===== config.mk =====
export PLATFORM = sky130hd
export DESIGN_NAME = bitcell_array_ctrl_flat
export DESIGN_NICKNAME = d
export VERILOG_FILES = /design/src/rtl/bitcell_ctrl_pkg.sv /design/src/rtl/bitcell_array_ctrl_if.sv /design/src/rtl/rr_arbiter2.sv /design/src/rtl/bitcell_array_ctrl.sv /design/src/flat_wrapper.sv
export SDC_FILE = /design/constraint.sdc
export NUM_CORES = 1
export LEC_CHECK = 0
export ABC_AREA = 1
export CORE_ASPECT_RATIO = 0.9
export CORE_MARGIN = 1
export CORE_UTILIZATION = 41
export DETAILED_ROUTE_END_ITERATION = 10
export GPL_TIMING_DRIVEN = 0
export PLACE_DENSITY = 0.89
export SYNTH_ARGS = -nofsm -noshare
export SYNTH_HDL_FRONTEND = slang
export SYNTH_HIERARCHICAL = 1
export SYNTH_SLANG_ARGS = --single-unit

===== constraint.sdc =====
create_clock -name clk -period 2 [get_ports clk]
set_clock_uncertainty 0.1 [all_clocks]
set_input_delay 0.4 -clock clk [delete_from_list [all_inputs] [get_ports clk]]
set_output_delay 0.4 -clock clk [all_outputs]
set_load 0.1 [all_outputs]

===== src/rtl/bitcell_ctrl_pkg.sv =====
// bitcell_ctrl_pkg: shared FSM states, requester IDs and word-select decode.
package bitcell_ctrl_pkg;
    typedef enum logic [2:0] {IDLE, WRITE, READ, DONE, VERIFY} state_t;
    localparam logic REQ_A = 1'b0;
    localparam logic REQ_B = 1'b1;
    function automatic logic [31:0] onehot(input logic [31:0] idx);
        return 32'd1 << idx;
    endfunction
endpackage


===== src/rtl/bitcell_array_ctrl_if.sv =====
// bitcell_array_ctrl_if: requester A/B handshakes plus the bitcell array bus.
interface bitcell_array_ctrl_if #(
    parameter int WORDS = 4,
    parameter int WIDTH = 8,
    localparam int AW = $clog2(WORDS)
);
    logic a_req, a_we, a_gnt, a_ack;
    logic [AW-1:0] a_addr;
    logic [WIDTH-1:0] a_wdata, a_rdata;
    logic b_req, b_we, b_gnt, b_ack;
    logic [AW-1:0] b_addr;
    logic [WIDTH-1:0] b_wdata, b_rdata;
    logic [WORDS-1:0] arr_sel;
    logic arr_r_w;
    logic [WIDTH-1:0] arr_in, arr_out;
    logic busy, err;
    modport master (
        output a_req, a_we, a_addr, a_wdata, b_req, b_we, b_addr, b_wdata, arr_out,
        input a_gnt, a_ack, a_rdata, b_gnt, b_ack, b_rdata, arr_sel, arr_r_w, arr_in, busy, err
    );
    modport slave (
        input a_req, a_we, a_addr, a_wdata, b_req, b_we, b_addr, b_wdata, arr_out,
        output a_gnt, a_ack, a_rdata, b_gnt, b_ack, b_rdata, arr_sel, arr_r_w, arr_in, busy, err
    );
endinterface


===== src/rtl/rr_arbiter2.sv =====
// rr_arbiter2: two-input round-robin arbiter; on a tie the requester not granted last wins.
module rr_arbiter2
    import bitcell_ctrl_pkg::*;
(
    input  logic       clk,
    input  logic       rst_n,
    input  logic [1:0] req,
    input  logic       en,
    output logic [1:0] gnt,
    output logic       id
);
    logic last;
    assign id  = &req ? ~last : req[1];
    assign gnt = en ? req & (id ? 2'b10 : 2'b01) : 2'b00;
    // Reset to "B granted last" so A wins the first tie.
    always_ff @(posedge clk) begin
        if (!rst_n) last <= REQ_B;
        else if (|gnt) last <= id;
    end
endmodule


===== src/rtl/bitcell_array_ctrl.sv =====
// bitcell_array_ctrl: arbitrates A/B and sequences read/write accesses to a WORDS x WIDTH bitcell array.
// Define BITCELL_CTRL_READBACK_EN to add a post-write VERIFY read that sets err on mismatch.
module bitcell_array_ctrl
    import bitcell_ctrl_pkg::*;
#(
    parameter int WORDS = 4,
    parameter int WIDTH = 8,
    parameter int WRITE_CYCLES = 2,
    localparam int AW = $clog2(WORDS)
) (
    input logic clk,
    input logic rst_n,
    bitcell_array_ctrl_if.slave bus
);
    localparam int CW = WRITE_CYCLES > 1 ? $clog2(WRITE_CYCLES) : 1;
    state_t state, nxt;
    logic [1:0] gnt;
    logic win, win_we, cmd_id;
    logic [AW-1:0] win_addr, cmd_addr;
    logic [WIDTH-1:0] win_wdata, cmd_wdata, rd_word;
    logic [CW-1:0] cnt;
    logic [WORDS-1:0] sel_word;

    rr_arbiter2 u_arb (.clk, .rst_n, .req({bus.b_req, bus.a_req}), .en(state == IDLE), .gnt, .id(win));

    assign win_we    = win ? bus.b_we : bus.a_we;
    assign win_addr  = win ? bus.b_addr : bus.a_addr;
    assign win_wdata = win ? bus.b_wdata : bus.a_wdata;
    // Out-of-range addresses decode to an all-zero select.
    assign sel_word  = WORDS'(onehot(32'(cmd_addr)));
    assign rd_word   = |bus.arr_sel ? bus.arr_out : '0;
    assign bus.a_ack = state == DONE && cmd_id == REQ_A;
    assign bus.b_ack = state == DONE && cmd_id == REQ_B;
    assign bus.busy  = state != IDLE;

    always_ff @(posedge clk) begin
        if (!rst_n) state <= IDLE;
        else state <= nxt;
    end

    always_comb begin
        nxt = state;
        bus.arr_sel = '0;
        bus.arr_r_w = 1'b0;
        bus.arr_in = '0;
        unique case (state)
            IDLE: if (|gnt) nxt = win_we ? WRITE : READ;
            WRITE: begin
                bus.arr_sel = sel_word;
                bus.arr_r_w = |sel_word;
                bus.arr_in = cmd_wdata;
`ifdef BITCELL_CTRL_READBACK_EN
                if (cnt == '0) nxt = VERIFY;
`else
                if (cnt == '0) nxt = DONE;
`endif
            end
            READ, VERIFY: begin
                bus.arr_sel = sel_word;
                nxt = DONE;
            end
            DONE: nxt = IDLE;
            default: nxt = IDLE;
        endcase
    end

    always_ff @(posedge clk) begin
        if (!rst_n) begin
            bus.a_gnt <= 1'b0;
            bus.b_gnt <= 1'b0;
            bus.a_rdata <= '0;
            bus.b_rdata <= '0;
            bus.err <= 1'b0;
            cmd_id <= REQ_A;
            cmd_addr <= '0;
            cmd_wdata <= '0;
            cnt <= '0;
        end else begin
            bus.a_gnt <= gnt[0];
            bus.b_gnt <= gnt[1];
            if (|gnt) begin
                cmd_id <= win;
                cmd_addr <= win_addr;
                cmd_wdata <= win_wdata;
                cnt <= CW'(WRITE_CYCLES - 1);
                if (int'(win_addr) >= WORDS) bus.err <= 1'b1;
            end
            if (state == WRITE) cnt <= cnt - 1'b1;
            if (state == READ && cmd_id == REQ_A) bus.a_rdata <= rd_word;
            if (state == READ && cmd_id == REQ_B) bus.b_rdata <= rd_word;
`ifdef BITCELL_CTRL_READBACK_EN
            if (state == VERIFY && bus.arr_out != cmd_wdata) bus.err <= 1'b1;
`endif
        end
    end
endmodule


===== src/flat_wrapper.sv =====
// flat-port wrapper written by rule: the top's interface ports become plain ports
module bitcell_array_ctrl_flat import bitcell_ctrl_pkg::*;
#(
    parameter int WORDS = 4,
    parameter int WIDTH = 8,
    parameter int WRITE_CYCLES = 2,
    localparam int AW = $clog2(WORDS)
)
  (clk, rst_n, bus_a_req, bus_a_we, bus_a_addr, bus_a_wdata, bus_b_req, bus_b_we, bus_b_addr, bus_b_wdata, bus_arr_out, bus_a_gnt, bus_a_ack, bus_a_rdata, bus_b_gnt, bus_b_ack, bus_b_rdata, bus_arr_sel, bus_arr_r_w, bus_arr_in, bus_busy, bus_err);
  bitcell_array_ctrl_if #(.WORDS(WORDS), .WIDTH(WIDTH)) bus_i ();
  input logic clk;
  input logic rst_n;
  input wire logic [$bits(bus_i.a_req)-1:0] bus_a_req;
  input wire logic [$bits(bus_i.a_we)-1:0] bus_a_we;
  input wire logic [$bits(bus_i.a_addr)-1:0] bus_a_addr;
  input wire logic [$bits(bus_i.a_wdata)-1:0] bus_a_wdata;
  input wire logic [$bits(bus_i.b_req)-1:0] bus_b_req;
  input wire logic [$bits(bus_i.b_we)-1:0] bus_b_we;
  input wire logic [$bits(bus_i.b_addr)-1:0] bus_b_addr;
  input wire logic [$bits(bus_i.b_wdata)-1:0] bus_b_wdata;
  input wire logic [$bits(bus_i.arr_out)-1:0] bus_arr_out;
  output wire logic [$bits(bus_i.a_gnt)-1:0] bus_a_gnt;
  output wire logic [$bits(bus_i.a_ack)-1:0] bus_a_ack;
  output wire logic [$bits(bus_i.a_rdata)-1:0] bus_a_rdata;
  output wire logic [$bits(bus_i.b_gnt)-1:0] bus_b_gnt;
  output wire logic [$bits(bus_i.b_ack)-1:0] bus_b_ack;
  output wire logic [$bits(bus_i.b_rdata)-1:0] bus_b_rdata;
  output wire logic [$bits(bus_i.arr_sel)-1:0] bus_arr_sel;
  output wire logic [$bits(bus_i.arr_r_w)-1:0] bus_arr_r_w;
  output wire logic [$bits(bus_i.arr_in)-1:0] bus_arr_in;
  output wire logic [$bits(bus_i.busy)-1:0] bus_busy;
  output wire logic [$bits(bus_i.err)-1:0] bus_err;
  assign bus_i.a_req = bus_a_req;
  assign bus_i.a_we = bus_a_we;
  assign bus_i.a_addr = bus_a_addr;
  assign bus_i.a_wdata = bus_a_wdata;
  assign bus_i.b_req = bus_b_req;
  assign bus_i.b_we = bus_b_we;
  assign bus_i.b_addr = bus_b_addr;
  assign bus_i.b_wdata = bus_b_wdata;
  assign bus_i.arr_out = bus_arr_out;
  assign bus_a_gnt = bus_i.a_gnt;
  assign bus_a_ack = bus_i.a_ack;
  assign bus_a_rdata = bus_i.a_rdata;
  assign bus_b_gnt = bus_i.b_gnt;
  assign bus_b_ack = bus_i.b_ack;
  assign bus_b_rdata = bus_i.b_rdata;
  assign bus_arr_sel = bus_i.arr_sel;
  assign bus_arr_r_w = bus_i.arr_r_w;
  assign bus_arr_in = bus_i.arr_in;
  assign bus_busy = bus_i.busy;
  assign bus_err = bus_i.err;
  bitcell_array_ctrl #(.WORDS(WORDS), .WIDTH(WIDTH), .WRITE_CYCLES(WRITE_CYCLES)) u_core (.clk(clk), .rst_n(rst_n), .bus(bus_i));
endmodule

==> impl_metrics.json <==
{
  "num-fill-cells": 275,
  "synth_top_family_by_area": "compound AO/OA/AOI/OAI gates",
  "synth_adder_area_share_pct": 4.942,
  "mostFrequentLayoutCell": "nand2_1",
  "ys_ff_latch": 33,
  "final_cells": 329,
  "wl_per_cell_um": 12.86,
  "tightest_slew_ns": 0.9829,
  "yosysTopAreaCell": "dfxtp_1",
  "worstSetupEndpointType": "output port",
  "vias_per_cell": 4.957,
  "grt_max_degree": 11,
  "yosysTopAreaCellShare_pct": 43.49,
  "htree_num_levels": 2,
  "avgSynthCellArea_um2": 7.410,
  "die_height_um": 59.75,
  "totalWireLength_mm": 4.232,
  "fmax_mhz": 473.9,
  "clk_pin_slew_ns": 0.07,
  "synth_nets": 245,
  "slowest_delay_ns": 0.38,
  "hold_path.class": "flip-flop to flip-flop",
  "cts_num_sinks": 33,
  "pin_count": 69,
  "initial_core_util_pct": 43.99,
  "peakVddDrop_v": 0.0008206,
  "grt_util_all_layers_pct": 23.07,
  "synthXorXnorAreaFrac_pct": 0,
  "muxShareOfSynthArea_pct": 0,
  "grt_pass1_vias": 1532,
  "hold_viol_final": 0,
  "antenna_found_initial": 0,
  "antenna_cells": 0,
  "path_depth": 5,
  "path_buf_inv": 3,
  "clockRootBuffer": "clkbuf_8",
  "whs_path_depth": 2,
  "dieWidth_um": 66.16,
  "dp.cells": 316,
  "ant_nets": 0,
  "place_ws_ns": -0.9023,
  "synth_seq_area_share_pct": 43.49,
  "finalSetupViolCount": 4,
  "coreArea_mm2": 0.003453,
  "synth_area_leaders": "dfxtp_1 43%, nand2_1 14%, o21ai_0 6.9%, inv_1 5.4%, a21oi_1 5.3%",
  "critical-path-top-delay-family": "buffers and inverters",
  "nNetsFinal": 324,
  "setup_slack_ns": -0.1104,
  "route.vias.total": 1631,
  "reg2reg_depth": 10,
  "r2r_slack_ns": 0.08,
  "die-area_mm2": 0.003953,
  "synth.yosys.warnings": 6,
  "critPathKind": "flip-flop to output port",
  "syn_inst": 205,
  "synth_compound_area_share_pct": 21.09,
  "slowest_stage": "dfxtp_4",
  "num_rows": 20,
  "clock_latency_ns": 0.28,
  "syn_area_mm2": 0.001519,
  "drc": 0,
  "cts_tree": "done",
  "drt_iter0_markers": 85,
  "cp-start-kind": "flip-flop",
  "grt_pass1_wl_mm": 6.782,
  "numPortBuffers": 67,
  "numCtsBuffers": 5,
  "slew_viol_final": 0,
  "fin_crit_ns": 2.110,
  "fin_crit_sh_pct": 105.5,
  "overflow": 0,
  "crit_chain": "inv_4 > ha_4 > clkinvlp_4 > nor3_4 > buf_12",
  "p_leak_uw": 0.001197,
  "status": "complete, but fails checks",
  "layout_common_cells": "56 x nand2_1, 33 x clkdlybuf4s50_1, 31 x dfxtp_1",
  "yosys.area_share.simple_pct": 19.11,
  "violations": "setup timing",
  "synth_cell_types": 22,
  "power.density_mw_per_mm2": 1490,
  "dp_hpwl_mm": 2.884,
  "path_max_fanout": 5,
  "drt-pass1-iter-count": 4,
  "cts.path.max_buffers": 2,
  "gp_routability_congestion": 0.7599,
  "drive_gt1_share_pct": 23.51,
  "cap_violations": 0,
  "cts.hold.buffers_added": 0,
  "cp.arrival_ns": 1.61,
  "slew_headroom_pct": 34.73,
  "worstPathRequired_ns": 1.50,
  "rsz0062_at_grt": "true",
  "area_growth_pct": 64.58,
  "utilization_pct": 72.39
}
[worst register-to-register path: stages, from the launching register on]
cell and delay, ns:
dfxtp_4 0.38, inv_4 0.04, buf_4 0.13, ha_1 0.22
nand3_1 0.11, inv_1 0.08, nor2_2 0.17, inv_2 0.06
buf_2 0.17, o21ai_0 0.23, a31oi_1 0.09
[power by group]
| part | total, uW | switching [uW] | internal [uW] |
|---|---|---|---|
| clock network | 638 | 232 | 406 |
| registers | 957 | 120 | 837 |
| logic | 2130 | 1560 | 568 |
[through the flow]
step | TNS (ns) | instance area, um2 | hold slack [ns] | total power (uW)
2_1_floorplan | -1.035 | 1592 | 0.3425 | 2542
3_3_place_gp | -8.753 | 2317 | 0.3562 | 2972
3_5_place_dp | -8.946 | 2317 | 0.3652 | 3007
4_1_cts | -0.4256 | 2469 | 0.3810 | 3676
5_1_grt | -0.6090 | 2500 | 0.4316 | 3897
6_report | -0.4006 | 2500 | 0.3763 | 3725
[timing repair]
item                                   in CTS  in global routing
resized for setup                         126                 20
pin swaps                                   3                  2
endpoints found under the hold margin       0                  0
buffers inserted                            4                  2
setup endpoints to repair                  34                 23
[registers in the layout (all words and copies together) (netlist names)]
| signal | count |
|---|---|
| u_core/u_arb/last | 1 |
| u_core/cmd_wdata | 8 |
| u_core/state | 2 |
| u_core/bus.b_gnt | 1 |
| u_core/bus.b_rdata | 8 |
| u_core/bus.a_gnt | 1 |
| u_core/cnt | 1 |
| u_core/cmd_id | 1 |
| u_core/cmd_addr | 2 |
| u_core/bus.a_rdata | 8 |
[worst paths after layout]
kind,start,endpoint
hold / removal,u_core/u_arb/last,u_core/u_arb/last
hold reg to reg,u_core/u_arb/last,u_core/u_arb/last
setup reg to reg,u_core/state[0],u_core/cmd_addr[1]
setup / recovery,u_core/state[0],bus_arr_sel[2]
[routing by layer]
layer	global-route usage, %	share of wire [%]
met5	0	0
met2	39.80	48
met1	27.14	44
met4	10.03	1.9
met3	5.916	6.0
[logic make-up after synthesis]
logic type | Yosys count
buffers and inverters | 37
other | 1
adder cells (fa/ha/maj) | 6
AND/OR/NAND/NOR | 71
AO/OA/AOI/OAI | 57
flip-flops | 33
[cells in the mapped netlist, drive strengths merged]
master and count:
a21oi 20, clkbuf 1, dfxtp 33, nor3 4, inv 24, o21ai 27, ha 6, nand2 58
a31oi 10, nand3 3, buf 11, nor2 6, conb 1, clkinv 1
[cell type report]
| class | instances | area, um2 | share of cell area [%] |
|---|---|---|---|
| buffer | 11 | 71.32 | 2.853 |
| timing repair buffer | 73 | 738.2 | 29.53 |
| inverter | 25 | 103.9 | 4.154 |
| multi-input combinational | 135 | 749.5 | 29.98 |
| clock inverter | 1 | 30.03 | 1.201 |
| sequential | 33 | 665.6 | 26.63 |
| clock buffer | 7 | 86.33 | 3.453 |
| tap | 44 | 55.05 | 2.202 |
No activity file was read; power rests on OpenSTA's default activity.
